File: src/rtl/axi_rd_arbiter.sv
`default_nettype none
// +----------------------------------------------------------------------------+
// | Module      : axi_rd_arbiter                                               |
// | Description : Shares one AXI read channel between icache and dcache.       |
// | Revision    : 1.0 - initial release                                        |
// +----------------------------------------------------------------------------+
module axi_rd_arbiter #(
  parameter int STARVE_MAX = 4
) (
  input  logic        aclk,
  input  logic        reset,
  input  logic        ic_rd_req,
  input  logic [2:0]  ic_rd_type,
  input  logic [31:0] ic_rd_addr,
  output logic        ic_rd_rdy,
  output logic        ic_ret_valid,
  output logic        ic_ret_last,
  output logic [31:0] ic_ret_data,
  input  logic        dc_rd_req,
  input  logic [2:0]  dc_rd_type,
  input  logic [31:0] dc_rd_addr,
  output logic        dc_rd_rdy,
  output logic        dc_ret_valid,
  output logic        dc_ret_last,
  output logic [31:0] dc_ret_data,
  input  logic        wr_busy,
  input  logic [31:0] wr_addr,
  output logic [3:0]  arid,
  output logic [31:0] araddr,
  output logic [7:0]  arlen,
  output logic [2:0]  arsize,
  output logic [1:0]  arburst,
  output logic [1:0]  arlock,
  output logic [3:0]  arcache,
  output logic [2:0]  arprot,
  output logic        arvalid,
  input  logic        arready,
  input  logic [3:0]  rid,
  input  logic [31:0] rdata,
  input  logic [1:0]  rresp,
  input  logic        rlast,
  input  logic        rvalid,
  output logic        rready
);

  localparam logic [0:0] AR_IDLE      = 1'b0;
  localparam logic [0:0] AR_SEND      = 1'b1;
  localparam logic [3:0] c_id_ic      = 4'd0;
  localparam logic [3:0] c_id_dc      = 4'd1;
  localparam logic [2:0] c_type_line  = 3'b100;
  localparam logic [3:0] c_starve_max = 4'(STARVE_MAX);

  logic [0:0]  r_state;
  logic [0:0]  w_state_nxt;
  logic        r_ic_busy;
  logic        r_dc_busy;
  logic [3:0]  r_starve_cnt;
  logic [3:0]  r_arid;
  logic [31:0] r_araddr;
  logic [7:0]  r_arlen;
  logic [2:0]  r_arsize;
  logic        w_ic_elig;
  logic        w_dc_elig;
  logic        w_grant_ic;
  logic        w_grant_dc;
  logic        w_ar_hs;
  logic [31:0] w_win_addr;
  logic [2:0]  w_win_type;
  logic        w_unused;

  // A read may not overtake a pending write to the same 16-byte line.
  assign w_ic_elig = ic_rd_req & ~r_ic_busy & ~(wr_busy & (ic_rd_addr[31:4] == wr_addr[31:4]));
  assign w_dc_elig = dc_rd_req & ~r_dc_busy & ~(wr_busy & (dc_rd_addr[31:4] == wr_addr[31:4]));

  always_comb begin
    w_grant_ic = 1'b0;
    w_grant_dc = 1'b0;
    if (r_state == AR_IDLE) begin
      w_grant_ic = w_ic_elig & (~w_dc_elig | (r_starve_cnt == c_starve_max));
      w_grant_dc = w_dc_elig & ~w_grant_ic;
    end
  end

  assign w_win_addr = w_grant_dc ? dc_rd_addr : ic_rd_addr;
  assign w_win_type = w_grant_dc ? dc_rd_type : ic_rd_type;

  always_ff @(posedge aclk) begin
    if (reset) begin
      r_state <= AR_IDLE;
    end else begin
      r_state <= w_state_nxt;
    end
  end

  always_comb begin
    w_state_nxt = r_state;
    case (r_state)
      AR_IDLE: if (w_grant_ic | w_grant_dc) w_state_nxt = AR_SEND;
      AR_SEND: if (arready) w_state_nxt = AR_IDLE;
      default: w_state_nxt = AR_IDLE;
    endcase
  end

  always_comb begin
    arvalid = (r_state == AR_SEND);
  end

  always_ff @(posedge aclk) begin
    if (reset) begin
      r_arid   <= 4'd0;
      r_araddr <= 32'd0;
      r_arlen  <= 8'd0;
      r_arsize <= 3'd0;
    end else if (w_grant_ic | w_grant_dc) begin
      r_arid   <= w_grant_dc ? c_id_dc : c_id_ic;
      r_araddr <= w_win_addr;
      r_arlen  <= (w_win_type == c_type_line) ? 8'd3 : 8'd0;
      r_arsize <= (w_win_type == c_type_line) ? 3'd2 : {1'b0, w_win_type[1:0]};
    end
  end

  // Counts dcache wins that left a ready icache waiting.
  always_ff @(posedge aclk) begin
    if (reset) begin
      r_starve_cnt <= 4'd0;
    end else if (w_grant_ic) begin
      r_starve_cnt <= 4'd0;
    end else if (w_grant_dc & w_ic_elig & (r_starve_cnt != c_starve_max)) begin
      r_starve_cnt <= r_starve_cnt + 4'd1;
    end
  end

  assign w_ar_hs   = arvalid & arready;
  assign ic_rd_rdy = w_ar_hs & ~r_arid[0];
  assign dc_rd_rdy = w_ar_hs & r_arid[0];

  always_ff @(posedge aclk) begin
    if (reset) begin
      r_ic_busy <= 1'b0;
      r_dc_busy <= 1'b0;
    end else begin
      if (ic_rd_rdy) r_ic_busy <= 1'b1;
      else if (ic_ret_last) r_ic_busy <= 1'b0;
      if (dc_rd_rdy) r_dc_busy <= 1'b1;
      else if (dc_ret_last) r_dc_busy <= 1'b0;
    end
  end

  assign rready       = ~reset;
  assign ic_ret_valid = rvalid & rready & r_ic_busy & ~rid[0];
  assign dc_ret_valid = rvalid & rready & r_dc_busy & rid[0];
  assign ic_ret_last  = ic_ret_valid & rlast;
  assign dc_ret_last  = dc_ret_valid & rlast;
  assign ic_ret_data  = rdata;
  assign dc_ret_data  = rdata;

  assign arid    = r_arid;
  assign araddr  = r_araddr;
  assign arlen   = r_arlen;
  assign arsize  = r_arsize;
  assign arburst = 2'b01;
  assign arlock  = 2'b00;
  assign arcache = 4'd0;
  assign arprot  = 3'd0;

  assign w_unused = ^{rid[3:1], rresp};

endmodule
`default_nettype wire

File: config.mk
export PLATFORM = sky130hd
export DESIGN_NAME = axi_rd_arbiter
export DESIGN_NICKNAME = d
export VERILOG_FILES = /design/src/rtl/axi_rd_arbiter.sv
export SDC_FILE = /design/constraint.sdc
export NUM_CORES = 1
export LEC_CHECK = 0
export CAP_MARGIN = 40
export CORE_ASPECT_RATIO = 0.6
export CORE_MARGIN = 2
export CORE_UTILIZATION = 33
export CTS_BUF_LIST = sky130_fd_sc_hd__clkbuf_4 sky130_fd_sc_hd__clkbuf_8
export DETAILED_ROUTE_END_ITERATION = 10
export GPL_TIMING_DRIVEN = 0
export PLACE_DENSITY = 0.94
export SYNTH_ARGS = -nofsm -noshare
export SYNTH_HDL_FRONTEND = slang
export SYNTH_SLANG_ARGS = --single-unit
File: constraint.sdc
create_clock -name aclk -period 4.3 [get_ports aclk]
set_input_delay 0.645 -clock aclk [delete_from_list [all_inputs] [get_ports aclk]]
set_output_delay 0.645 -clock aclk [all_outputs]
set_load 0.05 [all_outputs]
==> flow_summary_export.csv <==
group,metric,value,unit
setup_path,rr_endpoint,"araddr[17]",
pwr,switchingPower,709,uW
die,ios,278,
pwr,clock_power_share,19.9,%
place,dp_hpwl,11000,microns
timing,finClkSkew,0.0123,ns
timing,rsz0062_at_grt,"no",
logic_synthesis,netlist_instances,382,
drt,drt_iter0_markers,189,
drt,wl_per_cell,17.1,microns
pwr,peakVddDrop,0.000170,V
timing,setup_slack,1.10,ns
setup_path,r2r_slack,2.19,ns
timing,fin_tns_setup,0,ns
timing,worst_pin_slew,0.577,ns
die,die_h,81.5,microns
grt,antenna_found_initial,0,
layout,nets,772,
die,die_area,10800,sq um
drt,wirelength,12900,microns
drt,drc,0,
logic_synthesis,synthDistinctLibCells,43,
logic_synthesis,syn_area,3300,sq um
clocking,cts_setup_buffers,0,
pwr,p_seq_share,27.9,%
place,gp_congestion,0.891,
drt,first_pass_iters,6,
setup_path,worstReg2RegStart,"r_dc_busy",
grt,grt_pass1_wl,18900,microns
setup_path,required,4.48,ns
grt,grt_pass1_vias,3559,
setup_path,critPathMaxFanout,10,
setup_path,arrival,3.38,ns
worst_hold_path,hold_depth,2,
timing,setup_viol,0,
clocking,clock_sinks,43,
grt,grt_max_degree,15,
drt,viasPerCell,4.64,
die,start_util,33.6,%
timing,hold_violations,0,
setup_path,r2r_cells,6,
die,die_width,133,microns
clocking,cts_tree,"built",
clocking,cts_buffer_depth,2,
timing,min_period,3.20,ns
pwr,p_leak,2.34,nW
timing,clock.fmax,312,MHz
timing,relSlewSlack,61.6,%
worst_hold_path,hp-start,"r_starve_cnt[2]",
layout,final_common_cell,"clkdlybuf4s50_1",
clocking,clk_latency,0.31,ns
grt,overflow,0,
setup_path,end_kind,"flip-flop",
run_status,status,"completed",
drt,vias,3520,
clocking,htree_levels,2,
pwr,p_int,970,uW
pwr,switching_share,42.2,%
layout,mostFrequentLayoutCells,"clkdlybuf4s50_1, buf_4, dfxtp_1",
layout,layout-drive-gt1-share,17.5,%
logic_synthesis,ys_warn_count,0,
clocking,cts_hold_repair.buffers,0,
setup_path,startpoint_type,"input pin",
worst_hold_path,min_to,"r_starve_cnt[2]",
place,io_buffers,214,
timing,finalCritPeriodShare,74.5,%
timing,slew_violations,0,
die,core,9810,sq um
clocking,clockRootBuffer,"clkbuf_8",
layout,fillCellCount,845,
clocking,cts_resized,0,
clocking,clk_pin_slew,0.10,ns
clocking,cts_made_buffers,5,
job,max_cap_violations,0,
logic_synthesis,avgSynthCellArea,8.64,sq um
logic_synthesis,synth-seq-area-share,26.1,%
layout,diodes,0,
worst_hold_path,min_path_type,"reg2reg",
logic_synthesis,yosys-top-cells-area,"dfxtp_1, buf_4, xnor2_1",
logic_synthesis,synth_top_cell_area_share,26.1,%
setup_path,path_class,"in2reg",
die,rows,28,
layout,area_growth,75.6,%
timing,hold-worst-slack,0.516,ns
logic_synthesis,synth_area_leader_cell,"dfxtp_1",
logic_synthesis,ys_seq_elements,43,
pwr,combPwrFrac,52.2,%
drt,drtAntennaViolNets,0,
pwr,power_density,290,nW/um^2
grt,grtUsageTotal,22.9,%
place,dp_slack,0.808,ns
[worst max-delay path by stage]
| stage | from | end | slack (ns) | cells past startpoint |
|---|---|---|---|---|
| 5_1_grt | wr_addr[4] | araddr[31] | 0.96 | 9 |
| 4_1_cts | wr_addr[4] | araddr[31] | 1.12 | 9 |
| 6_report | wr_addr[4] | araddr[31] | 1.10 | 9 |
| 3_5_place_dp | wr_addr[4] | araddr[31] | 0.81 | 9 |
| 2_1_floorplan | reset | ic_ret_last | 0.64 | 4 |
| 3_3_place_gp | wr_addr[4] | araddr[31] | 0.83 | 9 |
[layer usage]
| metal | routed length [microns] | global-route usage [%] | vias up |
|---|---|---|---|
| met4 | 70 | 2.87 | 0 |
| li1 | - | - | 1686 |
| met2 | 6440 | 40.8 | 146 |
| met3 | 1050 | 7.10 | 10 |
| met1 | 5360 | 28.4 | 1678 |
| met5 | 0 | 0 | - |
[kinds of logic after synthesis]
group,count (synthesis),share of synthesized area [%]
buffers and inverters,113,24.2
adders and majority gates,2,0.758
muxes,34,10.3
DFF,43,26.1
other,2,0.228
and+or+nand+nor,46,8.19
xor gates and xnor gates,54,14.3
AOI/OAI and AO/OA,88,15.9
[cells in the mapped netlist, drive strengths merged]
cell type	n
buf	91
dfxtp	43
a21oi	39
xnor2	39
o21ai	37
mux2i	34
xor2	15
inv	12
clkbuf	10
nand4	9
nor2	8
nand2	5
nor4	4
nand2b	3
nand3	3
nor3	3
o32ai	3
conb	2
ha	2
nor2b	2
nor3b	2
o2bb2ai	2
or3	2
a2111oi	1
a211o	1
a31oi	1
and4	1
nor4bb	1
o2111ai	1
o211a	1
o211ai	1
o22a	1
or2	1
or3b	1
or4	1
[stage by stage]
stage	utilization [%]	power (mW)	instances	cell area, sq um
after detailed placement	57.9	1.35	750	5680
after floorplan	-	1.02	401	3370
after global routing	59.1	1.75	758	5800
final	59.1	1.68	758	5800
after CTS	59.1	1.69	758	5800
after global placement	57.9	1.34	750	5680
[state kept, by name, indices dropped and copies added (netlist names)]
signal	flops
r_starve_cnt	4
araddr	32
arvalid	1
arsize	2
arid	1
r_ic_busy	1
r_dc_busy	1
arlen	1
[cell type report]
type	count	area, sq um	area share, %
buffer	101	753	13.0
clock buffer	5	68.8	1.19
clock inverter	3	43.8	0.756
inverter	12	45.0	0.777
multi-input combinational	245	1710	29.6
sequential	43	861	14.9
tap	135	169	2.91
timing repair buffer	214	2140	37.0
[power by group through the flow]
stage	registers [mW]	logic, mW	clock network [mW]
finish	0.469	0.876	0.335
global route	0.474	0.917	0.360
CTS	0.469	0.876	0.341
detailed placement	0.478	0.873	0
global placement	0.475	0.861	0
floorplan	0.620	0.400	0
[worst max-delay path, stage by stage]
cell,delay (ns)
clkdlybuf4s50_1,0.52
xnor2_1,0.14
nand2_1,0.10
a2111oi_2,0.57
a31oi_2,0.26
a21oi_4,0.45
buf_12,0.21
mux2i_1,0.35
a21oi_1,0.12
Power figures use the tool's default switching activity.
